**src/rtl/commit_pair_sync.sv**
```systemverilog
// Lockstep commit scheduler: pairs retire events from two core copies, stalls the leader, compares each pair.
// Optional partner-wait timeout is built when COMMIT_SYNC_TIMEOUT_EN is defined.
module commit_pair_sync #(
    parameter int XLEN    = 32,
    parameter int CNT_W   = 16,
    parameter int TIMEOUT = 64
) (
    input  logic             clk,
    input  logic             rst_n,
    input  logic             commit_valid_a,
    input  logic [XLEN-1:0]  commit_pc_a,
    input  logic             commit_mem_a,
    input  logic [XLEN-1:0]  commit_addr_a,
    input  logic             commit_valid_b,
    input  logic [XLEN-1:0]  commit_pc_b,
    input  logic             commit_mem_b,
    input  logic [XLEN-1:0]  commit_addr_b,
    output logic             stall_a,
    output logic             stall_b,
    output logic             pair_valid,
    output logic             pair_match,
    output logic             mismatch,
    output logic             protocol_err,
    output logic             timeout,
    output logic [CNT_W-1:0] pair_count
);

    // state  | meaning
    // IDLE   | no event held
    // HOLD_A | A's event held, A stalled, waiting for B
    // HOLD_B | B's event held, B stalled, waiting for A
    typedef enum logic [1:0] {
        S_IDLE   = 2'd0,
        S_HOLD_A = 2'd1,
        S_HOLD_B = 2'd2
    } state_t;

    if (TIMEOUT < 1 || TIMEOUT > 65535) begin : g_bad_timeout
        $error("commit_pair_sync: TIMEOUT must be in 1..65535");
    end

    state_t          r_state;
    state_t          w_next_state;

    logic [XLEN-1:0] r_hold_pc;
    logic            r_hold_mem;
    logic [XLEN-1:0] r_hold_addr;

    logic            w_cmp;
    logic            w_match;
    logic            w_capture_a;
    logic            w_capture_b;
    logic            w_proto;
    logic            w_tmo;
    logic            w_tmo_hit;

    logic [XLEN-1:0] w_pc_a;
    logic            w_mem_a;
    logic [XLEN-1:0] w_addr_a;
    logic [XLEN-1:0] w_pc_b;
    logic            w_mem_b;
    logic [XLEN-1:0] w_addr_b;

    logic             r_stall_a;
    logic             r_stall_b;
    logic             r_pair_valid;
    logic             r_pair_match;
    logic             r_mismatch;
    logic             r_protocol_err;
    logic [CNT_W-1:0] r_pair_count;

    logic             w_stall_a_d;
    logic             w_stall_b_d;
    logic             w_mismatch_d;
    logic             w_protocol_err_d;
    logic [CNT_W-1:0] w_pair_count_d;

    always_ff @(posedge clk or negedge rst_n) begin
        if (!rst_n) begin
            r_state <= S_IDLE;
        end else begin
            r_state <= w_next_state;
        end
    end

    always_comb begin
        w_next_state = r_state;
        w_cmp        = 1'b0;
        w_capture_a  = 1'b0;
        w_capture_b  = 1'b0;
        w_proto      = 1'b0;
        w_tmo        = 1'b0;
        w_pc_a       = commit_pc_a;
        w_mem_a      = commit_mem_a;
        w_addr_a     = commit_addr_a;
        w_pc_b       = commit_pc_b;
        w_mem_b      = commit_mem_b;
        w_addr_b     = commit_addr_b;
        case (r_state)
            S_IDLE: begin
                if (commit_valid_a && commit_valid_b) begin
                    w_cmp = 1'b1;
                end else if (commit_valid_a) begin
                    w_capture_a  = 1'b1;
                    w_next_state = S_HOLD_A;
                end else if (commit_valid_b) begin
                    w_capture_b  = 1'b1;
                    w_next_state = S_HOLD_B;
                end
            end
            S_HOLD_A: begin
                w_pc_a   = r_hold_pc;
                w_mem_a  = r_hold_mem;
                w_addr_a = r_hold_addr;
                w_proto  = commit_valid_a;
                // a partner commit wins over a timeout landing on the same edge
                if (commit_valid_b) begin
                    w_cmp        = 1'b1;
                    w_next_state = S_IDLE;
                end else if (w_tmo_hit) begin
                    w_tmo        = 1'b1;
                    w_next_state = S_IDLE;
                end
            end
            S_HOLD_B: begin
                w_pc_b   = r_hold_pc;
                w_mem_b  = r_hold_mem;
                w_addr_b = r_hold_addr;
                w_proto  = commit_valid_b;
                if (commit_valid_a) begin
                    w_cmp        = 1'b1;
                    w_next_state = S_IDLE;
                end else if (w_tmo_hit) begin
                    w_tmo        = 1'b1;
                    w_next_state = S_IDLE;
                end
            end
            default: begin
                w_next_state = S_IDLE;
            end
        endcase
    end

    assign w_match = (w_pc_a == w_pc_b) && (w_mem_a == w_mem_b) &&
                     (!w_mem_a || (w_addr_a == w_addr_b));

    always_comb begin
        w_stall_a_d      = (w_next_state == S_HOLD_A);
        w_stall_b_d      = (w_next_state == S_HOLD_B);
        w_mismatch_d     = r_mismatch | (w_cmp & ~w_match) | w_tmo;
        w_protocol_err_d = r_protocol_err | w_proto;
        w_pair_count_d   = r_pair_count;
        if (w_cmp && (r_pair_count != {CNT_W{1'b1}})) begin
            w_pair_count_d = r_pair_count + CNT_W'(1);
        end
    end

    always_ff @(posedge clk or negedge rst_n) begin
        if (!rst_n) begin
            r_stall_a      <= 1'b0;
            r_stall_b      <= 1'b0;
            r_pair_valid   <= 1'b0;
            r_pair_match   <= 1'b0;
            r_mismatch     <= 1'b0;
            r_protocol_err <= 1'b0;
            r_pair_count   <= '0;
        end else begin
            r_stall_a      <= w_stall_a_d;
            r_stall_b      <= w_stall_b_d;
            r_pair_valid   <= w_cmp;
            r_pair_match   <= w_cmp & w_match;
            r_mismatch     <= w_mismatch_d;
            r_protocol_err <= w_protocol_err_d;
            r_pair_count   <= w_pair_count_d;
        end
    end

    always_ff @(posedge clk or negedge rst_n) begin
        if (!rst_n) begin
            r_hold_pc   <= '0;
            r_hold_mem  <= 1'b0;
            r_hold_addr <= '0;
        end else if (w_capture_a) begin
            r_hold_pc   <= commit_pc_a;
            r_hold_mem  <= commit_mem_a;
            r_hold_addr <= commit_addr_a;
        end else if (w_capture_b) begin
            r_hold_pc   <= commit_pc_b;
            r_hold_mem  <= commit_mem_b;
            r_hold_addr <= commit_addr_b;
        end
    end

`ifdef COMMIT_SYNC_TIMEOUT_EN
    localparam logic [15:0] TIMEOUT_C = 16'(TIMEOUT);

    logic [15:0] r_wait;
    logic [15:0] w_wait_inc;
    logic        r_timeout;

    // w_wait_inc counts cycles spent in HOLD including the current one
    assign w_wait_inc = r_wait + 16'd1;
    assign w_tmo_hit  = (r_state != S_IDLE) && (w_wait_inc == TIMEOUT_C);

    always_ff @(posedge clk or negedge rst_n) begin
        if (!rst_n) begin
            r_wait    <= 16'd0;
            r_timeout <= 1'b0;
        end else begin
            if (w_capture_a || w_capture_b) begin
                r_wait <= 16'd0;
            end else if (r_state != S_IDLE) begin
                r_wait <= w_wait_inc;
            end
            r_timeout <= r_timeout | w_tmo;
        end
    end

    assign timeout = r_timeout;
`else
    assign w_tmo_hit = 1'b0;
    assign timeout   = 1'b0;
`endif

    assign stall_a      = r_stall_a;
    assign stall_b      = r_stall_b;
    assign pair_valid   = r_pair_valid;
    assign pair_match   = r_pair_match;
    assign mismatch     = r_mismatch;
    assign protocol_err = r_protocol_err;
    assign pair_count   = r_pair_count;

endmodule

```
**config.mk**
```make
export PLATFORM = sky130hd
export DESIGN_NAME = commit_pair_sync
export DESIGN_NICKNAME = d
export VERILOG_FILES = /design/src/rtl/commit_pair_sync.sv
export SDC_FILE = /design/constraint.sdc
export NUM_CORES = 1
export LEC_CHECK = 0
export CORE_MARGIN = 2
export CORE_UTILIZATION = 40
export CTS_CLUSTER_DIAMETER = 100
export DETAILED_ROUTE_END_ITERATION = 6
export HOLD_SLACK_MARGIN = 0.03
export PLACE_DENSITY = 0.68
export SETUP_SLACK_MARGIN = 0.1
export SLEW_MARGIN = 25
export SYNTH_ARGS = -nofsm -noshare
export SYNTH_HDL_FRONTEND = slang
export SYNTH_SLANG_ARGS = --single-unit
```
**constraint.sdc**
```tcl
create_clock -name clk -period 2.7 [get_ports clk]
set_input_delay 0.54 -clock clk [delete_from_list [all_inputs] [get_ports clk]]
set_output_delay 0.54 -clock clk [all_outputs]
set_load 0.01 [all_outputs]
```
-- Yosys cells after proc, flatten, opt, wreduce, memory -nomap -nowiden
Index checks and enable logic that the tools add are counted.
- bits in registers: 89
- bits of input ports: 134
- output and inout port bits: 23
- word-level logic and storage cells: 61
- $add $sub $neg: 1
- equality and inequality tests: 8
- multiplexer cells: 28
- bitwise gates (word level): 5
- reduce and logical (&&, ||, !) cells: 8
- operator list (operator ; number):
    $mux W32 ; 8
    $eq A32 B32 Y1 ; 2
    $add A16 B1 Y16 const B ; 1
    $ne A16 B16 Y1 const B ; 1
    $mux W1 ; 12
    $mux W2 ; 5
    $pmux W2 S3 ; 1
    $eq A2 B1 Y1 const B ; 2
    $eq A2 B2 Y1 const B ; 2
    $logic_and A1 B1 Y1 ; 4
    $pmux W1 S3 ; 1
    $and A1 B1 Y1 ; 2
    $logic_not A2 Y1 ; 1
    $or A1 B1 Y1 ; 2
    $pmux W1 S2 ; 1
    $reduce_bool A2 Y1 ; 1
    $eq A1 B1 Y1 ; 1
    $logic_not A1 Y1 ; 1
    $logic_or A1 B1 Y1 ; 1
    $not A1 Y1 ; 1

-- Longest topological paths before layout
- depth in word-level cells: 8
- depth in mapped cells: 11
- gate-level depth less buffers: 9

-- Least setup slack after synthesis
OpenSTA, ideal clock, no wires.
- kind: flip-flop to flip-flop
- start point: register r_state[1]
- end point: register r_pair_match, in the netlist pair_match
- setup time: 0.068 ns
- data arrival time: 2.155 ns
- required time: 2.632 ns
- setup slack: 0.477 ns
- cell stages (with the launch flop): 11
- clock period less this slack: 2.223 ns
- cell sequence: dfrtp_1 inv_1 ha_1 buf_6 buf_2 mux2i_1 o22ai_1 a2111oi_2 nand4_1 o41ai_2 and4_1
- cells in the longest elaborated chain, start to end: 6
- elaborated cells between the ends (all ways): 18
- classes of those cells: eq/ne: 5; mux: 7; bitwise: 1; reduce/logical: 5
- RTL lines (item ; RTL line ; text):
    from (decl) ; 42 ; state_t r_state;
    from (signal assigned) ; 82 ; r_state <= w_next_state;
    $eq A2 B1 Y1 or $eq A2 B2 Y1 (tied branches) ; 99 ; case (r_state)
    $mux W32 or $mux W1 (tied branches) ; 99 ;
    $eq A32 B32 Y1 (tied with other cells) ; 144 ; assign w_match = (w_pc_a == w_pc_b) && (w_mem_a == w_mem_b) &&
    $logic_and A1 B1 Y1 or $logic_or A1 B1 Y1 (tied branches) ; 144, 145 ;
    $logic_and A1 B1 Y1 ; 144 ;
    $and A1 B1 Y1 * ; 171 ; r_pair_match <= w_cmp & w_match;
    to (signal assigned) ; 171 ;
    to (decl) ; 67 ; logic r_pair_match;
Mark *: on every way between the ends. The rest lies on a longest branch, timed or not.
A chain may end at the register's enable or synchronous reset.

-- Worst setup path in the final report
- start point: input commit_addr_b[18]
- end point: register r_mismatch, in the netlist mismatch
- cells in the longest elaborated chain, start to end: 7
- RTL lines (item ; RTL line ; text):
    from (decl) ; 17 ; input logic [XLEN-1:0] commit_addr_b,
    $mux W32 ; 99 ;
    $eq A32 B32 Y1 ; 145 ; (!w_mem_a || (w_addr_a == w_addr_b));
    $logic_or A1 B1 Y1 ; 145 ;
    $logic_and A1 B1 Y1 ; 144 ;
    $not A1 Y1 ; 150 ; w_mismatch_d = r_mismatch | (w_cmp & ~w_match) | w_tmo;
    $and A1 B1 Y1 ; 150 ;
    $or A1 B1 Y1 ; 150 ;
    net w_mismatch_d ; 74 ; logic w_mismatch_d;
    to (signal assigned) ; 172 ; r_mismatch <= w_mismatch_d;
    to (decl) ; 68 ; logic r_mismatch;
The timed path passes the listed nets, and every way through them passes these cells.

==> impl_metrics.ini <==
[synthesis]
seq_area_frac_synth = 0.343
synth_edf_count = 0
async_flop_share = 1.00
synth_flop_cell = dfrtp_1
synth.area.mux_share = 0.129
synth_area_um2 = 6490
synth_top_family_by_area = XOR/XNOR gates
syn_area_per_cell_um2 = 9.16
synth_cells = 708
synthSimpleGateAreaFrac = 0.130
syn_nets = 847
synthXorXnorAreaFrac = 0.235
ys_ff_latch = 89
synth_compound_area_frac = 0.117
ys_types = 48
synth_warnings = 0
synth-adder-area-share = 0.00965

[global_route]
grt.overflow.total = 0
grt_max_degree = 123
grt.total_usage = 0.214
grt_pass1_wl_mm = 29.6
antenna_found_initial = 0
grt_pass1_vias = 5676

[place]
port_buffers = 155
gp_congestion = 0.848
placed_area_um2 = 8410
hpwlAfterDp_mm = 14.0
place_inst = 1071

[setup_path]
required_ps = 2920
worst-r2r-setup-slack_ps = 280
start_kind = primary input
cp_max_fo = 3
reg2reg_to = pair_match$_DFF_PN0_
arrival_ps = 2650
worstRegToRegCells = 11
r2r-start = r_state[0]$_DFF_PN0_
crit_type = in -> reg
end_kind = flop

[sta]
fmax_ghz = 0.411
hold_slack_ps = 164
slew_viol_final = 0
tns_ps = 0
rsz0062_at_grt = no
final-setup-viol-count = 0
post-route-period-util = 0.902
finalHoldViolations = 0
skew_ps = 8.64
worst_pin_slew_ps = 516
slew_headroom = 0.656
period_needed_ps = 2440

[clocking]
cts_root_buf = clkbuf_16
clkTransAtPathRegs_ps = 60
cts_sinks = 89
clk_latency_ps = 350
max-clock-path-buffers = 2
cts_buffers = 9
cts_setup_buffers = 0
cts_tree = yes
postCtsHoldBufs = 0
h-tree-depth = 3

[route]
antenna_left = 0
num_vias = 5622
wl_mm = 18.0
dr.pass1.iters = 4
drc = 0
via_per_inst = 5.17
drt-wirelength-per-cell_um = 16.6
drtIter0Drc = 331

[layout]
post-route-util = 0.550
fin_area_um2 = 8740
nets = 1005
final_cell_mix = clkdlybuf4s50_1 (154), xnor2_1 (131), dfrtp_1 (88)
n_fill_cell = 1477
mostFrequentLayoutCell = clkdlybuf4s50_1
syn_to_final_growth_pct = 34.7
drive_gt1_frac = 0.0631
insertedDiodeCount = 0
final_cells = 1087

[die]
die_w_um = 131
dieArea_um2 = 17300
ios = 157
start_util = 0.408
core-area_um2 = 15900
fp-row-count = 46
die_h_um = 131

[flow_run]
drv_cap = 0

[hold_path]
hold_path_class = in -> async

[power]
powerDensity_nw_per_um2 = 798
power.leakage_nw = 3.68
vdd_drop_max_uv = 385

[outcome]
outcome = finished, final reports clean
synthesized netlist by cell type, types with 7 or more instances:
cell type | count | area (µm²)
xnor2_1 | 131 | 1150
o21ai_0 | 76 | 380
dfrtp_1 | 89 | 2230
inv_1 | 20 | 75.1
xor2_1 | 43 | 377
nor2_1 | 18 | 67.6
a21oi_1 | 10 | 50.1
buf_2 | 11 | 55.1
o22ai_1 | 11 | 68.8
a31oi_1 | 7 | 43.8
mux2i_1 | 80 | 801
nor4_1 | 14 | 87.6
nand2_1 | 74 | 278
clkbuf_1 | 19 | 71.3
nand3_1 | 16 | 80.1
nand4_1 | 32 | 200
nor3_1 | 7 | 35.0
registers in the layout (all words and copies together) (netlist names):
signal / count
r_hold_pc: 32
stall_b: 1
stall_a: 1
mismatch: 1
pair_count: 16
r_state: 2
pair_match: 1
r_hold_addr: 32
protocol_err: 1
pair_valid: 1
r_hold_mem: 1
worst max path at each step:
stage                     slack, ps            startpoint                   end  cells after the start
after floorplan                 480  r_state[1]$_DFF_PN0_  pair_match$_DFF_PN0_                     10
after detailed placement        -30     commit_addr_b[14]    mismatch$_DFF_PN0_                      8
final                           260     commit_addr_b[18]    mismatch$_DFF_PN0_                      8
after CTS                       110  r_state[0]$_DFF_PN0_  pair_match$_DFF_PN0_                     11
after global placement          -10     commit_addr_b[14]    mismatch$_DFF_PN0_                      8
after global routing            110  r_state[0]$_DFF_PN0_  pair_match$_DFF_PN0_                     11
per-layer routing:
metal	wire, µm	up-vias	track usage	part of all wire
met1	8350	2661	0.292	0.46
met4	346	0	0.0707	0.019
li1	-	2797	-	-
met5	0	-	0	0
met3	834	18	0.0316	0.046
met2	8510	146	0.349	0.47
power by group:
group	leakage, nW	internal [mW]	switching, mW
Clock	0.132	0.654	0.551
Sequential	1.10	1.89	0.612
Combinational	2.44	1.64	1.63
layout make-up:
type | count | area [µm²] | area share
multi-input cells | 565 | 4080 | 0.466
flip-flops and latches | 89 | 2230 | 0.255
repair buffers | 180 | 1800 | 0.206
well taps | 216 | 270 | 0.0309
clock buffers | 11 | 243 | 0.0278
inverters | 21 | 78.8 | 0.00902
clock inverters | 5 | 41.3 | 0.00472
cell families (layout without fill, tap and decap cells):
| group | Yosys count | after routing |
|---|---|---|
| other | 1 | 1 |
| multiplexers | 82 | 82 |
| adder cells (fa/ha/maj) | 5 | 5 |
| AO/OA/AOI/OAI | 128 | 128 |
| XOR/XNOR | 174 | 174 |
| buffers and inverters | 54 | 217 |
| AND/OR/NAND/NOR | 175 | 175 |
| flip-flops | 89 | 89 |
critical path, stage by stage:
cell and delay [ps]:
clkdlybuf4s50_1 460, xnor2_1 240, nand4_1 160, nor4_1 480
a41oi_1 200, a311o_1 310, nor3_1 170, a31oi_1 100
through the flow:
step / total power [mW] / worst slack [ps]
2_1_floorplan: 4.57 / 477
3_3_place_gp: 5.68 / -14.7
3_5_place_dp: 5.75 / -30.1
4_1_cts: 6.99 / 113
5_1_grt: 7.51 / 109
6_report: 6.98 / 264
repair_timing:
action | CTS | global route
setup endpoints to repair | 2 | 2
gates resized for setup | 2 | 8
pin swaps | 0 | 1
Note: power is estimated with default switching activity, not from simulation.
